===== config.mk =====
export PLATFORM = sky130hd
export DESIGN_NAME = mul_operand_sequencer
export DESIGN_NICKNAME = d
export VERILOG_FILES = /design/src/rtl/mul_pkg.sv /design/src/rtl/sync_fifo.sv /design/src/rtl/mul_operand_sequencer.sv
export SDC_FILE = /design/constraint.sdc
export NUM_CORES = 1
export LEC_CHECK = 0
export CORE_ASPECT_RATIO = 1.2
export CORE_MARGIN = 10
export CORE_UTILIZATION = 50
export DETAILED_ROUTE_END_ITERATION = 7
export GPL_TIMING_DRIVEN = 0
export PLACE_DENSITY = 0.75
export RECOVER_POWER = 50
export SLEW_MARGIN = 5
export SYNTH_ARGS = -nofsm -noshare
export SYNTH_HDL_FRONTEND = slang
export SYNTH_SLANG_ARGS = --single-unit

===== constraint.sdc =====
create_clock -name clk -period 2.3 [get_ports clk]
set_input_delay 0.46 -clock clk [delete_from_list [all_inputs] [get_ports clk]]
set_output_delay 0.46 -clock clk [all_outputs]
set_load 0.005 [all_outputs]

===== src/rtl/mul_pkg.sv =====
// ============================================================================
// mul_pkg : shared widths, timeout default and sequencer state encoding
// Rev 1.0
// ============================================================================
`default_nettype none

package mul_pkg;

  localparam int W_DEFAULT       = 16;
  localparam int TIMEOUT_DEFAULT = 1024;

  typedef enum logic [2:0] {
    S_IDLE  = 3'd0,
    S_START = 3'd1,
    S_LDA   = 3'd2,
    S_LDB   = 3'd3,
    S_WAIT  = 3'd4
  } state_t;

endpackage

`default_nettype wire


===== src/rtl/sync_fifo.sv =====
// ============================================================================
// sync_fifo : single-clock FIFO with registered count and full/empty flags
// Rev 1.0
// ============================================================================
`default_nettype none

module sync_fifo #(
  parameter int WIDTH = 32,
  parameter int DEPTH = 4
) (
  input  logic             clk,
  input  logic             rst_n,
  input  logic             push,
  input  logic [WIDTH-1:0] din,
  input  logic             pop,
  output logic [WIDTH-1:0] dout,
  output logic             full,
  output logic             empty
);

  localparam int AW = $clog2(DEPTH);

  logic [WIDTH-1:0] r_mem [DEPTH];
  logic [AW-1:0]    r_wr_ptr;
  logic [AW-1:0]    r_rd_ptr;
  logic [AW:0]      r_count;
  logic             w_push;
  logic             w_pop;

  assign w_push = push & ~full;
  assign w_pop  = pop & ~empty;
  assign full   = (r_count == (AW+1)'(DEPTH));
  assign empty  = (r_count == '0);
  assign dout   = r_mem[r_rd_ptr];

  // Storage carries no reset; validity is tracked entirely by r_count.
  always_ff @(posedge clk) begin
    if (w_push) r_mem[r_wr_ptr] <= din;
  end

  always_ff @(posedge clk or negedge rst_n) begin
    if (!rst_n) begin
      r_wr_ptr <= '0;
      r_rd_ptr <= '0;
      r_count  <= '0;
    end else begin
      if (w_push) r_wr_ptr <= r_wr_ptr + AW'(1);
      if (w_pop)  r_rd_ptr <= r_rd_ptr + AW'(1);
      case ({w_push, w_pop})
        2'b10:   r_count <= r_count + (AW+1)'(1);
        2'b01:   r_count <= r_count - (AW+1)'(1);
        default: r_count <= r_count;
      endcase
    end
  end

endmodule

`default_nettype wire


===== src/rtl/mul_operand_sequencer.sv =====
// ============================================================================
// mul_operand_sequencer : queues operand pairs, drives the repeated-addition
// multiplier over its shared data bus and returns products with a watchdog
// Rev 1.0
// ============================================================================
`default_nettype none

module mul_operand_sequencer
  import mul_pkg::*;
#(
  parameter int W       = W_DEFAULT,
  parameter int DEPTH   = 4,
  parameter int TIMEOUT = TIMEOUT_DEFAULT
) (
  input  logic         clk,
  input  logic         rst_n,
  input  logic         op_valid,
  output logic         op_ready,
  input  logic [W-1:0] op_a,
  input  logic [W-1:0] op_b,
  output logic [W-1:0] mul_data,
  output logic         mul_start,
  input  logic         mul_done,
  input  logic [W-1:0] mul_product,
  output logic         res_valid,
  input  logic         res_ready,
  output logic [W-1:0] res_data,
  output logic         res_err,
  output logic         busy
);

  localparam int WDW = $clog2(TIMEOUT + 1);

  state_t          r_state;
  state_t          w_state_nxt;
  logic [W-1:0]    r_a;
  logic [W-1:0]    r_b;
  logic [WDW-1:0]  r_wdog;
  logic [2*W-1:0]  w_fifo_dout;
  logic            w_fifo_full;
  logic            w_fifo_empty;
  logic            w_pop;
  logic            w_wd_clr;
  logic            w_res_done;
  logic            w_res_abort;

  assign op_ready = ~w_fifo_full;
  assign busy     = (r_state != S_IDLE);

  sync_fifo #(
    .WIDTH (2*W),
    .DEPTH (DEPTH)
  ) u_fifo (
    .clk   (clk),
    .rst_n (rst_n),
    .push  (op_valid & op_ready),
    .din   ({op_a, op_b}),
    .pop   (w_pop),
    .dout  (w_fifo_dout),
    .full  (w_fifo_full),
    .empty (w_fifo_empty)
  );

  // A launch is held off while a result is still waiting in the single slot.
  always_comb begin
    w_state_nxt = r_state;
    w_pop       = 1'b0;
    mul_start   = 1'b0;
    mul_data    = '0;
    w_wd_clr    = 1'b0;
    w_res_done  = 1'b0;
    w_res_abort = 1'b0;
    case (r_state)
      S_IDLE: begin
        if (!w_fifo_empty && !res_valid) begin
          w_pop       = 1'b1;
          w_state_nxt = S_START;
        end
      end
      S_START: begin
        mul_start   = 1'b1;
        mul_data    = r_a;
        w_state_nxt = S_LDA;
      end
      S_LDA: begin
        mul_data    = r_a;
        w_state_nxt = S_LDB;
      end
      S_LDB: begin
        mul_data    = r_b;
        w_wd_clr    = 1'b1;
        w_state_nxt = S_WAIT;
      end
      S_WAIT: begin
        mul_data = r_b;
        if (mul_done) begin
          w_res_done  = 1'b1;
          w_state_nxt = S_IDLE;
        end else if (r_wdog == WDW'(TIMEOUT - 1)) begin
          w_res_abort = 1'b1;
          w_state_nxt = S_IDLE;
        end
      end
      default: w_state_nxt = S_IDLE;
    endcase
  end

  always_ff @(posedge clk or negedge rst_n) begin
    if (!rst_n) begin
      r_state   <= S_IDLE;
      r_a       <= '0;
      r_b       <= '0;
      r_wdog    <= '0;
      res_valid <= 1'b0;
      res_data  <= '0;
      res_err   <= 1'b0;
    end else begin
      r_state <= w_state_nxt;
      if (w_pop) begin
        r_a <= w_fifo_dout[2*W-1:W];
        r_b <= w_fifo_dout[W-1:0];
      end
      if (w_wd_clr)              r_wdog <= '0;
      else if (r_state == S_WAIT) r_wdog <= r_wdog + WDW'(1);
      if (w_res_done) begin
        res_data  <= mul_product;
        res_err   <= 1'b0;
        res_valid <= 1'b1;
      end else if (w_res_abort) begin
        res_data  <= '0;
        res_err   <= 1'b1;
        res_valid <= 1'b1;
      end else if (res_valid && res_ready) begin
        res_valid <= 1'b0;
      end
    end
  end

endmodule

`default_nettype wire


==> parameters.txt <==
Parameter                              Value

Synth
  Instance count of the mapped netlist    435
  Synthesized net count    495
  Number of synthesized flops with an enable pin    128
  Async set or reset register ratio after synthesis    35.7%
  Average footprint of a synthesized cell    17.9 um2
  Yosys warnings    0
  Leading area contributor after synthesis    edfxtp_1
  Proportion of netlist area held by the largest area contributor    49.5%
  Most used standard cells in the synthesized netlist    128 x edfxtp_1, 71 x dfrtp_1, 41 x nand2_1, 33 x mux2_2, 32 x mux4_2
  Most common cell in the synthesized netlist    edfxtp_1
  Flops & latches, synth    199
  Seq/Total Area, Yosys    72.3%
  Cell Area, Synth    7770 um2
  Count of unique library cells instantiated by Yosys    41
  Cell types with the largest area share after synthesis    edfxtp_1 49%, dfrtp_1 23%, mux4_2 9.3%
  Leading register cell type out of synthesis    edfxtp_1

Global routing
  Wire length of the first global-routing pass    25.5 mm
  Via count of the first global-routing pass    4622
  Global router's overall resource usage    15.9%
  Initial antenna violation count    1
  Total global routing overflow    0
  Pin count of the biggest net entering global routing    38

Pwr
  Static power due to leakage    0.00365 uW
  Net load switching power    4050 uW
  Part of the power in registers    40.6%
  Switching portion of total power    30.9%
  Total power consumption of the routed design    13100 uW
  Clock power share    21.7%
  Internal power component    9070 uW
  Part of the total power dissipated in combinational logic    37.7%
  Maximum resistive drop on vdd    0.000707 V
  Cell Pwr Density    1350 nW/um2

STA
  Final count of pins violating max slew    0
  Final Cycle Share    103%
  Min cycle time layout    2.37 ns
  Clock Skew    0.00857 ns
  Relative slew slack    40.7%
  Unrepaired setup endpoints after global routing    yes
  Setup slack after layout    -0.0681 ns
  Least-Margin Pin Slew    0.890 ns
  Final Hold Fails    0
  Fmax    422 MHz
  Final number of setup-violating endpoints    11

Clock tree
  Root buffer cell    clkbuf_16
  Maximum level of the CTS H-tree    4
  Number of buffers created by CTS    17
  TritonCTS clock tree    built
  Clock net sink count    199
  Maximum number of buffers from clock root to sink    2
  Skew-Pair Late Insertion Delay    0.43 ns
  Clock input transition at the sequential cells of the worst setup and hold paths    0.07 ns

Cells and area
  Post-Layout Cell Count    783
  Layout cell share with drive strength beyond 1    28.4%
  Number of filler cells placed in the layout    1090
  Finished Cell Area    9740 um2
  Synth-to-Final Area Change    25.4%
  Number of nets in the final layout    625

Drt
  Overall routed net length    16.1 mm
  Number of detailed-routing iterations run before antenna repair    4
  Via count of the routed design    4309
  Vias per cell    5.50
  Number of design-rule violations left by the first detailed-router iteration    299
  Routed wire per std cell    20.6 um
  Total DRC errors in the routed layout    0
  Final antenna-violating net count    0

Floorplanning
  Die height    157 um
  Site Rows    49
  Initial Util    51.3%
  Die Wd    134 um
  Placeable core region    15100 um2
  Area enclosed by the die boundary    20900 um2
  Count of boundary I/O pins    90

Run
  Max-capacitance violation count    0

Outcome
  Violated checks    negative setup slack
  Status    finished, violations left

Place
  Global placement routability congestion    0.737
  Input/output buffers    89
  Sum of net half-perimeters after detailed placement    10.8 mm
  Placed cell count    733
  DP Area    9050 um2

Worst setup path
  Cells along the critical path    or3b_4 > nand2_4 > clkbuf_16 > a22o_1 > buf_2
  Reg2Reg Depth    8
  Launching element type of the critical path    flip-flop
  Worst setup path category    reg -> out
  CP Data Arrival Time    1.91 ns
  Critical-path maximum fanout    7
  Worst Setup End Kind    output port
  Data required time of the worst path    1.84 ns
  Largest stage delay on the critical path    0.46 ns
  Crit path max-delay cell type    dfrtp_2

Worst hold path
  Worst hold-check path type    reg -> reg
  Worst hold stages    1
-- per-layer routing --
| layer | vias up | part of all wire, % | routed length, um | GRT usage, % |
|---|---|---|---|---|
| met5 | - | 0 | 0 | 0 |
| met4 | 0 | 1.4 | 223 | 5.14 |
| met3 | 14 | 5.0 | 811 | 4.77 |
| met2 | 119 | 52 | 8380 | 26.8 |
| met1 | 2239 | 42 | 6700 | 19.2 |
| li1 | 1937 | - | - | - |
-- power by group through the flow --
stage | Combinational (uW) | Sequential (uW) | Clock (uW)
after detailed placement | 4910 | 5380 | 0
final | 4940 | 5330 | 2850
after global routing | 5360 | 5440 | 3050
after CTS | 4930 | 5340 | 2890
after floorplan | 2840 | 5270 | 0
after global placement | 4680 | 5340 | 0
-- layout make-up --
class / instances / area [um2] / area share [%]
Clock buffer: 19 / 443 / 4.55
Tap cell: 204 / 255 / 2.62
Multi-Input combinational cell: 209 / 2080 / 21.3
Clock inverter: 13 / 123 / 1.26
Inverter: 7 / 26.3 / 0.270
Sequential cell: 199 / 5620 / 57.7
Timing Repair Buffer: 112 / 1050 / 10.7
Antenna cell: 1 / 2.50 / 0.0257
Buffer: 19 / 145 / 1.49
-- sequential cells by signal (all words and copies together) (netlist names) --
register / count
u_fifo.r_mem: 128
r_a: 16
r_b: 16
res_data: 16
r_wdog: 11
r_state: 3
u_fifo.r_count: 3
u_fifo.r_rd_ptr: 2
u_fifo.r_wr_ptr: 2
res_err: 1
res_valid: 1
-- layout by cell type, fill, tap and decap left out, types with 7 or more instances in the layout --
cell type / count
nor2_1: 8
buf_4: 16
o21ai_1: 12
edfxtp_1: 128
dlygate4sd3_1: 33
mux4_2: 32
dfrtp_1: 69
buf_6: 7
clkbuf_16: 18
nand2_1: 40
inv_1: 7
o21ai_0: 7
clkbuf_1: 7
clkdlybuf4s50_1: 38
a22o_1: 16
buf_2: 18
mux2_2: 33
-- kinds of logic (layout without fill, tap and decap cells) --
family,Yosys count,after routing,synth area share [%]
AOI/OAI and AO/OA,46,46,4.09
xor gates and xnor gates,10,10,1.13
adders and majority gates,7,7,1.22
buffers and inverters,27,170,1.71
DFF,199,199,72.3
muxes,68,68,14.4
other,0,1,0
and+or+nand+nor,78,78,5.07
-- repair_timing --
| item | 4_1_cts | 5_1_grt |
|---|---|---|
| cloned | 1 | 1 |
| setup endpoints to repair | 19 | 36 |
| pin swaps | 17 | 18 |
| endpoints found under the hold margin | 36 | 0 |
| gates resized for setup | 82 | 19 |
| hold buffers | 1 | 0 |
| setup buffers | 7 | 8 |
-- through the flow --
step / setup WS, ns / setup TNS [ns] / util (%) / hold WS [ns]
after floorplan: -0.0711 / -0.0711 / - / 0.164
after global placement: -1.62 / -190.91 / 59.1 / 0.480
after detailed placement: -0.713 / -8.21 / 59.8 / 0.454
after CTS: -0.104 / -0.970 / 63.8 / 0.503
after global routing: -0.129 / -1.75 / 64.3 / 0.529
final: -0.0681 / -0.360 / 64.3 / 0.499
-- path summary, 6_finish.rpt --
path / startpoint / end / slack [ns]
max: r_state[0] / mul_data[13] / -0.07
min: u_fifo.r_count[0] / u_fifo.r_count[0] / 0.50
max reg2reg: r_state[0] / res_data[9] / 0.01
min reg2reg: u_fifo.r_count[0] / u_fifo.r_count[0] / 0.50
max in group asynchronous: rst_n / r_a[15] / 0.30
min in group asynchronous: rst_n / r_wdog[6] / 0.68
-- critical path: cells and delay by family (launching register included) --
| family | cells | cell delay, ns |
|---|---|---|
| flip-flops | 1 | 0.46 |
| buffers and inverters | 2 | 0.29 |
| AND/OR/NAND/NOR | 2 | 0.56 |
| AO/OA/AOI/OAI | 1 | 0.16 |
Power figures use the tool's default switching activity.
